**config.mk**
```make
export PLATFORM = sky130hd
export DESIGN_NAME = bool_lut_pipe
export DESIGN_NICKNAME = d
export VERILOG_FILES = /design/src/rtl/bool_lut_pipe.sv
export SDC_FILE = /design/constraint.sdc
export NUM_CORES = 1
export LEC_CHECK = 0
export ABC_AREA = 1
export BUFFER_PORTS_ARGS = -buffer_cell sky130_fd_sc_hd__buf_4
export CAP_MARGIN = 20
export CORE_ASPECT_RATIO = 0.9
export CORE_MARGIN = 5
export CORE_UTILIZATION = 35
export CTS_CLUSTER_DIAMETER = 100
export CTS_CLUSTER_SIZE = 16
export DETAILED_ROUTE_END_ITERATION = 12
export GPL_ROUTABILITY_DRIVEN = 1
export PLACE_DENSITY = 0.64
export SLEW_MARGIN = 20
export SYNTH_ARGS = -nofsm -noshare
export SYNTH_HDL_FRONTEND = slang
export SYNTH_SLANG_ARGS = --single-unit
```
**constraint.sdc**
```tcl
create_clock -name clk -period 1.62 [get_ports clk]
set_input_delay 0.162 -clock clk [delete_from_list [all_inputs] [get_ports clk]]
set_output_delay 0.162 -clock clk [all_outputs]
set_load 0.01 [all_outputs]
```
**src/rtl/bool_lut_pipe.sv**
```systemverilog
// Two-stage valid/ready pipeline that evaluates NCH runtime-programmable
// NIN-input boolean functions, each held as a 2^NIN-bit truth table.
module bool_lut_pipe #(
  parameter int unsigned NIN = 4,
  parameter int unsigned NCH = 2,
  parameter logic [(1 << NIN)-1:0] DEF_TT = 16'hFC00,
  parameter int unsigned CNT_W = 16
) (
  input  logic             clk,
  input  logic             rst,
  input  logic             in_valid,
  output logic             in_ready,
  input  logic [NIN-1:0]   in_data,
  output logic             out_valid,
  input  logic             out_ready,
  output logic [NCH-1:0]   out_y,
  input  logic             cfg_we,
  input  logic [2:0]       cfg_ch,
  input  logic [NIN-1:0]   cfg_addr,
  input  logic             cfg_bit,
  output logic [CNT_W-1:0] beat_cnt
);

  localparam int unsigned TTW = 1 << NIN;

  logic [NCH-1:0][TTW-1:0] tt;
  logic [NIN-1:0]          s1Data;
  logic                    s1Valid;
  logic                    s2Free;
  logic                    s1Adv;
  logic                    inFire;
  logic [NCH-1:0]          lookY;

  assign s2Free   = !out_valid || out_ready;
  assign s1Adv    = s1Valid && s2Free;
  assign in_ready = !s1Valid || s2Free;
  assign inFire   = in_valid && in_ready;

  // Per-channel match on cfg_ch makes out-of-range channels fall through untouched.
  always_ff @(posedge clk or posedge rst) begin
    if (rst) begin
      for (int unsigned k = 0; k < NCH; k++) tt[k] <= DEF_TT;
    end else if (cfg_we) begin
      for (int unsigned k = 0; k < NCH; k++) begin
        if (cfg_ch == 3'(k)) tt[k][cfg_addr] <= cfg_bit;
      end
    end
  end

  always_comb begin
    lookY = '0;
    for (int unsigned k = 0; k < NCH; k++) lookY[k] = tt[k][s1Data];
  end

  always_ff @(posedge clk or posedge rst) begin
    if (rst) begin
      s1Valid <= 1'b0;
      s1Data  <= '0;
    end else if (inFire) begin
      s1Valid <= 1'b1;
      s1Data  <= in_data;
    end else if (s1Adv) begin
      s1Valid <= 1'b0;
    end
  end

  always_ff @(posedge clk or posedge rst) begin
    if (rst) begin
      out_valid <= 1'b0;
      out_y     <= '0;
    end else if (s1Adv) begin
      out_valid <= 1'b1;
      out_y     <= lookY;
    end else if (out_ready) begin
      out_valid <= 1'b0;
    end
  end

  always_ff @(posedge clk or posedge rst) begin
    if (rst) beat_cnt <= '0;
    else if (out_valid && out_ready) beat_cnt <= beat_cnt + CNT_W'(1);
  end

endmodule

```
Word level (Yosys, flattened, before mapping). Cells that the tools add are included.

Bits in registers: 56. Input port bits: 17.

Mux-type cells: 12. Add/sub/neg operators: 1. Eq/ne operators: 1. Order comparisons: 3. Reductions and logical operators: 13.

Operators with widths (number): $bwmux W16 (2); $add A16 B1 Y16 const B (1); $lt A4 B5 Y1 const B (2); $bmux W1 S4 (2); $mux W1 (7); $demux W1 S4 (1); $ge A4 B1 Y1 const B (1); $logic_and A1 B1 Y1 (4); $reduce_and A2 Y1 (2); $reduce_bool A2 Y1 (2); $eq A3 B1 Y1 const B (1); $logic_not A3 Y1 (1); $logic_not A1 Y1 (2); $logic_or A1 B1 Y1 (2).

Depth between registers and ports, before layout. Gate-level depths: netlist of the first run.

Word-level depth: 5. Mapped depth: 11. Depth with buffers taken out: 9.

Worst setup path before layout of the first run. No wires, ideal clock.

Kind: register to register. Start: reg beat_cnt[0]. End: reg beat_cnt[12]. Data arrival time: 1260 ps. Period minus slack after synthesis: 1386 ps. Slack: 234 ps. Cell stages (with the launch flop): 8. Library setup time: 126 ps. Cells stage by stage: dfrtp_1 ha_1 nand3_1 nor2_4 nand3_2 nor2_4 nand2_2 xnor2_2.

Word-level cells in the longest chain between the ends: 1.

RTL lines: start, declared (line 21) `output logic [CNT_W-1:0] beat_cnt`; start signal, assigned (line 81) `else if (out_valid && out_ready) beat_cnt <= beat_cnt + CNT_W'(1);`; $add A16 B1 Y16 (line 81).

Every way passes these cells. A chain may end at the register's enable or synchronous reset.

Final worst setup path of the first run. Same ends and word-level chain as after synthesis.

==> metrics, run 1 <==
buffers added on ports=36; pin count of the biggest net entering global routing=33; status=finished clean; P&R area growth vs syn=17.5%; core area=about 0.008 mm2; Synth top area share=38.8%; Top FF cell, synth=dfrtp_1; Synth cell types=25; sequential area share after synthesis=49.9%; GR Overflow Total=0; crit path launch type=flop; Clock Path Buffers=2; filler cell count=802; top cells by area, synth=dfrtp_1, nand2_1, dfstp_2; Total GRT Usage=13.5%; clk_skew=between 5 and 6 ps; CTS Sinks=56; final net count=416; Via Count=between 2k and 2.5k; Final Max Slew Viols=0; critical path peak fanout=4; # IOs=37; hold slack=101 ps; CP Class=flop to flop; number of max-cap violations=0; Slew Limit Headroom=74.5%; R2R setup slack=roughly 150 ps; WP data arrival=approximately 1700 ps; vias in the first global route=2,344; Vias/cell=4.67; clock latency on the worst-skew pair=between 300 and 400 ps; Post-Layout Inst Area=0.00333 mm2; period utilisation layout=90.8%; Mapped Nets=375; setup TNS=0 ps; Synth Warn #=0; Die H=95.4 um; area leader, netlist=dfrtp_1; Power per Cell Area=between 1000 and 1500 mW/mm2; iteration count of the initial detailed-routing pass=4; Initial Util=35.5%; HPWL after DPL=4.76 mm; Placer Congestion=between 0.8 and 0.9; total chip power=3410 uW; Slew @ Worst Pin=around 380 ps; RSZ-0062 raised after global routing=false; post-synthesis register bit count=between 50 and 60; Fmax achieved=680 MHz; Synth Instances=357; syn_area_per_cell=7.95 um2; Final Hold Viols=0; worst hold path class=primary input to flop; leakage power=approximately 0.0016 uW; root buf cell=clkbuf_8; EDFF count, synth=0; Die Width=roughly 100 um; crit end category=flop; commonest cells in the netlist=nand2_1, nor2_1, dfrtp_1; post-layout min period=1470 ps; Synth async-reset ratio=100%; antenna violations before repair=0; final setup vio count=0; Initial DRC Count=138; WL final=around 6.4 mm; TritonCTS clock tree=built; Post-DRT Antenna Nets=0; # DRC=0; first-pass GRT wire length=11.2 mm; row count=31; area of the multi-input gates=0.00126 mm2; Avg WL per Cell=12.9 um; antenna diode count=0; synthesized area=0.00284 mm2; CTS H-tree lvls=2; die area=approximately 0.01 mm2; CTS buffer count=5; share of layout cells above drive strength 1=approximately a fifth; CP required=1820 ps; register area=0.00142 mm2; DP Area=0.00323 mm2; most common cell in the netlist=nand2_1; clock slew at reported path FFs=around 100 ps; maximum vdd drop=around 0.00032 V
==> stage by stage <==
| stage | utilization (%) | worst slack (ps) | cells |
|---|---|---|---|
| 6_report | 41.7 | 150 | 498 |
| 5_1_grt | 41.7 | 8.37 | 498 |
| 4_1_cts | 41.7 | 133 | 498 |
| 3_5_place_dp | 40.4 | 153 | 489 |
| 3_3_place_gp | 40.4 | 236 | 489 |
| 2_1_floorplan | - | 107 | 357 |
==> area by class of cell <==
cell class / count / area share, %
tap: 99 / 3.72
multi-input combinational: 266 / 37.9
inverter: 26 / 3.00
timing repair buffer: 43 / 10.1
clock buffer: 8 / 2.70
sequential: 56 / 42.5
==> report_power, final <==
group          internal [uW]  switching, uW  leakage, uW  total (uW)
logic                    349            453     0.000864         802
registers               1640            179     0.000699        1810
clock network            350            445    0.0000455         795
total                   2330           1080      0.00161        3410
==> repair_timing <==
item / 4_1_cts / 5_1_grt
hold buffers: 1 / 0
gates resized for setup: 0 / 0
hold endpoints to repair: 44 / 0
buffers inserted: 0 / 0
setup endpoints to repair: 0 / 0
==> cell usage in the layout, fill, tap and decap left out, drive strengths merged <==
master / instances
inv: 26
dfrtp: 44
a21oi: 36
nor3: 5
nand4: 4
nand3: 32
nand2: 93
clkbuf: 8
xnor2: 7
dfstp: 12
xor2: 6
nor2: 82
buf: 42
dlygate4sd3: 1
ha: 1
==> cells by family after synthesis <==
family                   share of synthesized area [%]
AND/OR/NAND/NOR                                   33.5
flip-flops                                        49.9
AO/OA/AOI/OAI                                     6.35
buffers and inverters                             5.51
XOR/XNOR                                          4.28
adder cells (fa/ha/maj)                          0.441
==> flip-flops by register name (all words and copies together), names as in the netlist <==
name	cells
s1Valid	1
tt	32
out_y	2
out_valid	1
beat_cnt	16
s1Data	4
==> critical path, stage by stage (launching register included) <==
cell	delay [ps]
dfrtp_1	430
ha_1	200
nand3_1	150
nor2_4	170
nand3_2	100
nor2_4	120
nand2_2	70
xnor2_2	130
==> final timing paths <==
path                             start            to  depth (start not counted)
min in group asynchronous          rst     s1Data[3]                          4
setup reg to reg           beat_cnt[0]  beat_cnt[12]                          7
max in group asynchronous          rst        tt[28]                          4
hold / removal              in_data[0]     s1Data[0]                          3
setup / recovery           beat_cnt[0]  beat_cnt[12]                          7
hold reg to reg               out_y[0]      out_y[0]                          2
==> layer usage <==
metal	vias up	GRT usage, %	part of all wire (%)
met3	7	2.03	2.7
met1	1079	18.7	47
met4	0	3.51	0.97
met5	-	0	0
li1	1213	-	-
met2	28	22.3	49
(Power assumes the default switching activity.)
==> run 2: changes to the inputs <==
--- a/config.mk
+++ b/config.mk
@@ -10,12 +10,12 @@
 export CAP_MARGIN = 20
 export CORE_ASPECT_RATIO = 0.9
 export CORE_MARGIN = 5
-export CORE_UTILIZATION = 35
+export CORE_UTILIZATION = 52
 export CTS_CLUSTER_DIAMETER = 100
 export CTS_CLUSTER_SIZE = 16
 export DETAILED_ROUTE_END_ITERATION = 12
 export GPL_ROUTABILITY_DRIVEN = 1
-export PLACE_DENSITY = 0.64
+export PLACE_DENSITY = 0.85
 export SLEW_MARGIN = 20
 export SYNTH_ARGS = -nofsm -noshare
 export SYNTH_HDL_FRONTEND = slang
==> run 2 against run 1 <==
Final area fell by 0.83%. Total power rose by 3.2%. Via count rose by 2.4%. Sequential power barely moved. Die area fell by 30%. Non-clock buffer count rose by 1. Final cell count fell by 6.2%. Worst hold slack improved by 3.1 ps. First-iteration DRC count rose by 48%. Critical endpoint unchanged.
==> metrics, run 2 (synthesis results as in run 1) <==
RSZ-0062 raised after global routing=false; Avg WL per Cell=13.2 um; Power per Cell Area=roughly 1100 mW/mm2; most used cell, CP=nor2_4; Die Width=87.9 um; CTS buffer count=5; pin count of the biggest net entering global routing=36; Initial Util=a little over half; most frequent cells in the layout=nand2_1, nor2_1, dfrtp_1; R2R setup slack=190 ps; Combinational Power Share=22.3%; P&R area growth vs syn=16.5%; Buf/Inv on CP=0; hold slack=104 ps; CP required=1820 ps; biggest regs=tt x32, beat_cnt x16, s1Data x4; P_int=approximately 2400 uW; iteration count of the initial detailed-routing pass=4; Setup Buffers After CTS=0; clock latency on the worst-skew pair=310 ps; Biggest register=tt; WP data arrival=1640 ps; period utilisation layout=88.5%; first-pass GRT wire length=10.5 mm; Post-DRT Antenna Nets=0; Vias/cell=5.10; status=finished clean; final setup vio count=0; Placer Congestion=0.963; clk_skew=7.84 ps; final core utilization=62.5%; Initial DRC Count=between 200 and 250; CP Class=flop to flop; number of max-cap violations=0; antenna diode count=0; GR Overflow Total=0; Slew Limit Headroom=70.4%; root buf cell=clkbuf_8; Die H=80.1 um; NetSw=between 1000 and 1500 uW; filler cell count=432; vias in the first global route=between 2k and 2.5k; # DRC=0; share of layout cells above drive strength 1=20.3%; crit path launch type=flop; core area=roughly 0.0053 mm2; # IOs=37; Total GRT Usage=19.0%; Clk pwr share=between 20% and 30%; ordered list of cells on the worst path=ha_1 -> nand3_1 -> nor2_4 -> nand3_2 -> nor2_4 -> nand2_2 -> xnor2_2; Flop pwr share=51.6%; critical path's slowest cell=dfrtp_1; Largest register FFs=32; CP delay by family, top=simple AND/OR/NAND/NOR gates; post-layout min period=between 1000 and 1500 ps; final net count=417; Via Count=approximately 2.4k; WL final=6.16 mm; crit end category=flop; clock slew at reported path FFs=100 ps; CTS H-tree lvls=2; Fmax achieved=approximately 700 MHz; antenna violations before repair=0; TritonCTS clock tree=built; critical path peak fanout=4; setup TNS=0 ps; CTS Sinks=56; leakage power=0.00162 uW; buffers added on ports=36; Final Max Slew Viols=0; row count=25; worst hold path class=primary input to flop; maximum vdd drop=about 0.00053 V; HPWL after DPL=4.65 mm; Final Hold Viols=0; max incr delay on CP=~420 ps; Net Sw Frac=30.7%; Slew @ Worst Pin=between 400 and 500 ps; post-cts sizing count=0; Clock Path Buffers=2; most common cell after layout, fill and taps aside=nand2_1; die area=0.00703 mm2
## run 2: power groups by stage
stage / clock [uW] / combinational (uW) / sequential (uW)
2_1_floorplan: 0 / 486 / 1830
3_3_place_gp: 0 / 763 / 1830
3_5_place_dp: 0 / 787 / 1840
4_1_cts: 922 / 791 / 1810
5_1_grt: 976 / 885 / 1850
6_report: 919 / 786 / 1820
## run 2: metal layers
| metal | routed length (um) | track usage, % | vias up | part of all wire, % |
|---|---|---|---|---|
| met3 | 233 | 2.77 | 6 | 3.8 |
| met2 | 2850 | 28.1 | 50 | 46 |
| met5 | 0 | 0 | - | 0 |
| met1 | 3010 | 28.9 | 1103 | 49 |
| met4 | 68 | 5.52 | 0 | 1.1 |
| li1 | - | - | 1224 | - |
## run 2: worst register-to-register path, stage by stage, from the launching register on
cell     delay (ps)
dfrtp_1         420
ha_1            190
nand3_1         140
nor2_4          160
nand3_2         100
nor2_4          120
nand2_2          70
xnor2_2         120
## run 2: path summary, 6_finish.rpt
check                                    end         from  cells past startpoint
worst max-delay path            beat_cnt[12]  beat_cnt[0]                      7
worst min-delay path               s1Data[3]   in_data[3]                      3
worst max register to register  beat_cnt[12]  beat_cnt[0]                      7
worst min register to register      out_y[0]     out_y[0]                      2
max in group asynchronous             tt[12]          rst                      4
min in group asynchronous        beat_cnt[2]          rst                      4
## run 2: cell type report
class / instances / area, um2 / area share [%]
multi-input combinational: 266 / 1260 / 38.2
inverter: 26 / 100 / 3.03
tap: 67 / 83.8 / 2.54
clock inverter: 2 / 35.0 / 1.06
timing repair buffer: 44 / 333 / 10.1
sequential: 56 / 1420 / 42.9
clock buffer: 6 / 72.6 / 2.20
## run 2: metrics by stage
step	cells	area (um2)	setup slack, ps	total power, uW
final	467	3300	187	3520
after global routing	467	3300	26.7	3710
after CTS	467	3300	190	3530
after detailed placement	458	3190	204	2630
after global placement	458	3190	252	2590
after floorplan	357	2840	107	2320
## run 2: repair_timing
action                     4_1_cts  5_1_grt
hold buffers                     1        0
setup endpoints to repair        0        0
hold endpoints to repair        44        0
